==> config.mk <==
export PLATFORM = sky130hd
export DESIGN_NAME = rpn_calc
export DESIGN_NICKNAME = d
export VERILOG_FILES = /design/src/rtl/rpn_calc.sv
export SDC_FILE = /design/constraint.sdc
export NUM_CORES = 2
export LEC_CHECK = 0
export ABC_CLOCK_PERIOD_IN_PS = 7150
export CORE_UTILIZATION = 25
export CTS_CLUSTER_SIZE = 10
export DETAILED_ROUTE_END_ITERATION = 6
export PLACE_DENSITY = 0.44
export SYNTH_ARGS = -nofsm -noshare
export SYNTH_HDL_FRONTEND = slang
export SYNTH_SLANG_ARGS = --single-unit
==> constraint.sdc <==
create_clock -name clk2 -period 7.15 [get_ports clk2]
set_clock_uncertainty 0.2 [all_clocks]
set_input_delay 1.43 -clock clk2 [delete_from_list [all_inputs] [get_ports clk2]]
set_output_delay 1.43 -clock clk2 [all_outputs]
set_load 0.02 [all_outputs]
==> src/rtl/rpn_calc.sv <==
// rpn_calc: 16-bit Reverse Polish Notation calculator on a small register stack.
// Four active-low pushbuttons select an operation from the bank picked by mode.
// Only the falling edge of a key acts. When several keys fall on the same edge,
// the lowest-numbered key wins.
// Optional macro RPN_MUL_EN: enables the 16x16 multiply (low 16 bits) on mode 01 KEY2.
// When the macro is undefined, that key is a no-op.
module rpn_calc #(
    parameter int DEPTH = 8
) (
    input  logic        clk2,
    input  logic        rst,
    input  logic [1:0]  mode,
    input  logic [3:0]  key,
    input  logic [15:0] val,
    output logic [15:0] top,
    output logic [15:0] next,
    output logic [7:0]  counter
);

    localparam int          AW      = $clog2(DEPTH);
    localparam logic [7:0]  DEPTH_C = 8'(DEPTH);

    logic [15:0]   s_q [DEPTH];
    logic [15:0]   s_d [DEPTH];
    logic [7:0]    d_q;
    logic [7:0]    d_d;
    logic [3:0]    key_prev_q;

    logic [3:0]    fall_s;
    logic          any_s;
    logic [1:0]    sel_s;
    logic [AW-1:0] push_idx_s;
    logic [AW-1:0] tidx_s;
    logic [AW-1:0] nidx_s;
    logic          has1_s;
    logic          has2_s;
    logic          full_s;
    logic [15:0]   top_s;
    logic [15:0]   next_s;
`ifdef RPN_MUL_EN
    logic [15:0]   mul_s;
`endif

    // Lowest-index key among the simultaneous falling edges.
    function automatic logic [1:0] lowest_key(input logic [3:0] v);
        logic [1:0] r;
        if (v[0])      r = 2'd0;
        else if (v[1]) r = 2'd1;
        else if (v[2]) r = 2'd2;
        else           r = 2'd3;
        return r;
    endfunction

    assign fall_s     = key_prev_q & ~key;
    assign any_s      = |fall_s;
    assign sel_s      = lowest_key(fall_s);
    // The low bits of the depth wrap modulo the array size, so d-1 and d-2 index correctly even when d equals DEPTH.
    assign push_idx_s = d_q[AW-1:0];
    assign tidx_s     = d_q[AW-1:0] - AW'(1);
    assign nidx_s     = d_q[AW-1:0] - AW'(2);
    assign has1_s     = (d_q != 8'd0);
    assign has2_s     = (d_q >= 8'd2);
    assign full_s     = (d_q == DEPTH_C);
    assign top_s      = s_q[tidx_s];
    assign next_s     = s_q[nidx_s];
`ifdef RPN_MUL_EN
    assign mul_s      = next_s * top_s;
`endif

    assign top     = has1_s ? top_s  : 16'h0000;
    assign next    = has2_s ? next_s : 16'h0000;
    assign counter = d_q;

    // Next-state stack contents and depth for the key action, or hold when no action is valid.
    always_comb begin
        s_d = s_q;
        d_d = d_q;
        if (any_s) begin
            case ({mode, sel_s})
                4'b00_00: if (!full_s) begin s_d[push_idx_s] = val;    d_d = d_q + 8'd1; end
                          else         begin d_d = d_q; end
                4'b00_01: if (has1_s)  begin d_d = d_q - 8'd1; end
                          else         begin d_d = d_q; end
                4'b00_10: begin d_d = 8'd0; end
                4'b00_11: if (has1_s && !full_s) begin s_d[push_idx_s] = top_s; d_d = d_q + 8'd1; end
                          else         begin d_d = d_q; end
                4'b01_00: if (has2_s)  begin s_d[nidx_s] = next_s + top_s; d_d = d_q - 8'd1; end
                          else         begin d_d = d_q; end
                4'b01_01: if (has2_s)  begin s_d[nidx_s] = next_s - top_s; d_d = d_q - 8'd1; end
                          else         begin d_d = d_q; end
`ifdef RPN_MUL_EN
                4'b01_10: if (has2_s)  begin s_d[nidx_s] = mul_s;           d_d = d_q - 8'd1; end
                          else         begin d_d = d_q; end
`else
                4'b01_10: begin d_d = d_q; end
`endif
                4'b01_11: if (has2_s)  begin s_d[nidx_s] = top_s; s_d[tidx_s] = next_s; end
                          else         begin d_d = d_q; end
                4'b10_00: if (has2_s)  begin s_d[nidx_s] = next_s & top_s; d_d = d_q - 8'd1; end
                          else         begin d_d = d_q; end
                4'b10_01: if (has2_s)  begin s_d[nidx_s] = next_s | top_s; d_d = d_q - 8'd1; end
                          else         begin d_d = d_q; end
                4'b10_10: if (has2_s)  begin s_d[nidx_s] = next_s ^ top_s; d_d = d_q - 8'd1; end
                          else         begin d_d = d_q; end
                4'b10_11: if (has1_s)  begin s_d[tidx_s] = ~top_s; end
                          else         begin d_d = d_q; end
                4'b11_00: if (has1_s)  begin s_d[tidx_s] = val; end
                          else         begin d_d = d_q; end
                default:  begin d_d = d_q; end
            endcase
        end else begin
            d_d = d_q;
        end
    end

    // Stack, depth and key history registers. Reset overrides any key event on the same edge.
    always_ff @(posedge clk2) begin
        if (!rst) begin
            for (int i = 0; i < DEPTH; i++) s_q[i] <= 16'h0000;
            d_q        <= 8'd0;
            key_prev_q <= 4'b1111;
        end else begin
            s_q        <= s_d;
            d_q        <= d_d;
            key_prev_q <= key;
        end
    end

endmodule

==> results.json <==
{
  "status": "finished with violations",
  "violations": "design-rule violations, max-capacitance violations, max-slew violations",
  "worstPathMaxFanout": 12,
  "clkTransAtPathRegs_ns": 0.07,
  "hpwl_um": 135200,
  "wl_met2_um": 70540,
  "irDropWorstVdd_v": 0.0001796,
  "post_cts_resize_count": 0,
  "wl_met3_um": 32400,
  "highest_layer": "met5",
  "synth-edff-count": 0,
  "setup_violations": 0,
  "die_area_mm2": 0.08496,
  "clkPwrFrac_pct": 14.0,
  "clk_latency_ns": 0.55,
  "drive_gt1_share_pct": 14.60,
  "yosys_most_used_dff": "dfxtp_1",
  "routed_wl_um": 190000,
  "yosys.area.top_type": "dfxtp_1",
  "yosys_warnings": 0,
  "grt_pass1_wl_um": 252900,
  "synth_area_mm2": 0.02095,
  "critPathKind": "reg -> reg",
  "synth_top_area_share_pct": 13.38,
  "synth_fp_nets": 3223,
  "grt-ovfl-total": 0,
  "n_fill_cell": 9157,
  "wl_per_cell_um": 44.53,
  "drt_iter0_markers": 6879,
  "clockBufferDepth": 2,
  "num_vias": 31680,
  "final-hold-violation-count": 0,
  "postSynthAreaPerCell_um2": 6.680,
  "hold_path.class": "reg -> reg",
  "floorplan.initialDensity_pct": 25.39,
  "crit_slowest_cell": "ha_2",
  "hold_depth": 2,
  "grt_use_total_pct": 43.25,
  "avgViaCountPerCell": 7.426,
  "crit_buf_inv": 7,
  "r2r_slack_ns": 0.49,
  "cp.arrival_ns": 6.88,
  "synth.distinct_cells": 100,
  "p_sw_share_pct": 60.96,
  "reg2reg_from": "counter[2]",
  "p_int_mw": 3.022,
  "power.density_mw_per_mm2": 313.8,
  "cp.depth": 19,
  "min_to": "counter[7]",
  "maxCapViolCount": 3,
  "max_freq_mhz": 150.0,
  "die_y_um": 291.5,
  "ys_seq_area_share_pct": 13.38,
  "syn_inst": 3136,
  "area_delta_synth_final_pct": 17.73,
  "cts_setup_buffers": 0,
  "critPathTopFamily": "compound AO/OA/AOI/OAI gates",
  "portBuffers": 63,
  "crit_chain": "inv_1 -> ha_2 -> buf_4 -> buf_4 -> mux2_2 -> inv_1 -> ha_1 -> fa_1 -> nor2_1 -> o311ai_0 -> buf_4 -> a21oi_1 -> buf_4 -> a311oi_1 -> o22a_1 -> a21oi_1 -> buf_4 -> nor4b_1 -> o31ai_1",
  "cp-end-kind": "flop",
  "p_switching_mw": 4.718,
  "startpoint_type": "flop",
  "clock-sinks": 140,
  "tightest_slew_ns": 1.569,
  "grt_max_degree": 59,
  "ios": 64,
  "rsz0062_at_grt": "no",
  "cp_common_cell": "buf_4",
  "tns_ns": 0,
  "drc": 107,
  "combPwrFrac_pct": 72.2,
  "fp-row-count": 105,
  "drt-pass1-iter-count": 7,
  "hold_start": "counter[7]",
  "seqPwrFrac_pct": 13.8,
  "cts-buffers-inserted": 17,
  "routabilityCongestion": 1.135,
  "slew_headroom_pct": -4.614,
  "die_w_um": 291.5,
  "power_mw": 7.740,
  "cp_data_required_time_ns": 7.37,
  "rr_worst_depth": 19,
  "cts_tree": "done",
  "period_needed_ns": 6.665,
  "ant_nets": 0,
  "wl_met1_um": 68640,
  "synth_seq_cells": 140,
  "layout.nets": 3253,
  "antenna_found_initial": 18,
  "core_mm2": 0.08250,
  "async_flop_share_pct": 0,
  "period_share_pct": 93.21,
  "grt_pass1_vias": 27970,
  "slew_viol_final": 29,
  "hold_buffers": 0,
  "p_leak_nw": 8.680,
  "synthTopCellsByArea": "dfxtp_1 (13%), o21ai_0 (9.0%), a21oi_1 (8.3%), nor2_1 (6.6%), nand2_1 (4.8%)",
  "slowest_delay_ns": 0.80,
  "cts.htree.levels": 4,
  "cts_root_buf": "clkbuf_16"
}
-- stage by stage --
step	util [%]	worst slack [ns]	hold WS, ns	area (um^2)	instances
after floorplan	-	1.517	0.2602	20950	3136
final	29.89	0.4854	0.3472	24660	4266
after global routing	29.86	0.4349	0.3892	24630	4255
after global placement	29.07	0.8092	0.3064	23980	4216
after CTS	29.83	0.7984	0.3484	24610	4248
after detailed placement	29.07	0.8137	0.3327	23980	4216
-- cells in the final DEF, fill, tap and decap left out, types with 27 or more instances in the layout --
master           instances
a211oi_1                52
a21oi_1                345
a221oi_1                54
a22oi_1                 34
a31oi_1                 65
buf_4                  261
clkdlybuf4s50_1         62
dfxtp_1                138
ha_1                    58
inv_1                   57
mux2i_1                 50
mux4_2                  43
nand2_1                264
nand2b_1                34
nand3_1                 72
nor2_1                 361
nor3_1                  77
nor4_1                  27
o211ai_1                52
o21ai_0                372
o22ai_1                 67
o31ai_1                 29
-- tightest hold or removal path, delay by kind of cell (launching register included) --
| kind | cells | cell delay [ns] |
|---|---|---|
| flip-flops | 1 | 0.36 |
| AND/OR/NAND/NOR | 1 | 0.07 |
| AO/OA/AOI/OAI | 1 | 0.06 |
-- synth_stat cells (all sizes together) (60+ instances only) --
master and count:
a21oi 346, nor2 371, a31oi 65, buf 98
dfxtp 140, inv 61, nand3 74, nand2 267
clkbuf 222, o21ai 381, nor3 82, ha 60
o22ai 68
-- power groups by stage --
stage	combinational, mW	clock, mW	sequential [mW]
6_report	5.59	1.08	1.07
5_1_grt	5.57	1.09	1.07
4_1_cts	5.16	1.07	1.05
3_5_place_dp	5.14	0	1.07
3_3_place_gp	5.19	0	1.07
2_1_floorplan	2.69	0	0.983
-- worst max-delay path by stage --
stage,end,start,slack [ns]
floorplan,flop,counter[1],1.52
CTS,flop,counter[2],0.80
global placement,flop,counter[2],0.81
global route,flop,counter[2],0.43
detailed placement,flop,counter[2],0.81
finish,flop,counter[2],0.49
-- kinds of logic after synthesis --
kind of cell | count (synthesis) | synth area share [%]
AO/OA/AOI/OAI | 1407 | 44.07
XOR/XNOR | 21 | 0.9497
adder cells (fa/ha/maj) | 63 | 3.870
buffers and inverters | 384 | 7.400
flip-flops | 140 | 13.38
multiplexers | 112 | 8.087
AND/OR/NAND/NOR | 1009 | 22.25
-- layout make-up --
class / instances / area [um^2] / share of cell area [%]
Multi-Input combinational cell: 2612 / 16880 / 68.45
Antenna cell: 17 / 42.54 / 0.1725
Sequential cell: 140 / 2808 / 11.38
Clock buffer: 21 / 460.4 / 1.867
Timing Repair Buffer: 331 / 2725 / 11.05
Clock inverter: 11 / 166.4 / 0.6748
Inverter: 64 / 240.2 / 0.9741
Tap cell: 1070 / 1339 / 5.428
-- routing by layer --
| layer | vias to the layer above | GRT usage (%) |
|---|---|---|
| li1 | 12120 | - |
| met2 | 3392 | 56.78 |
| met3 | 929 | 23.86 |
| met5 | - | 3.744 |
| met4 | 29 | 32.09 |
| met1 | 15210 | 51.56 |
(Power assumes the default switching activity.)
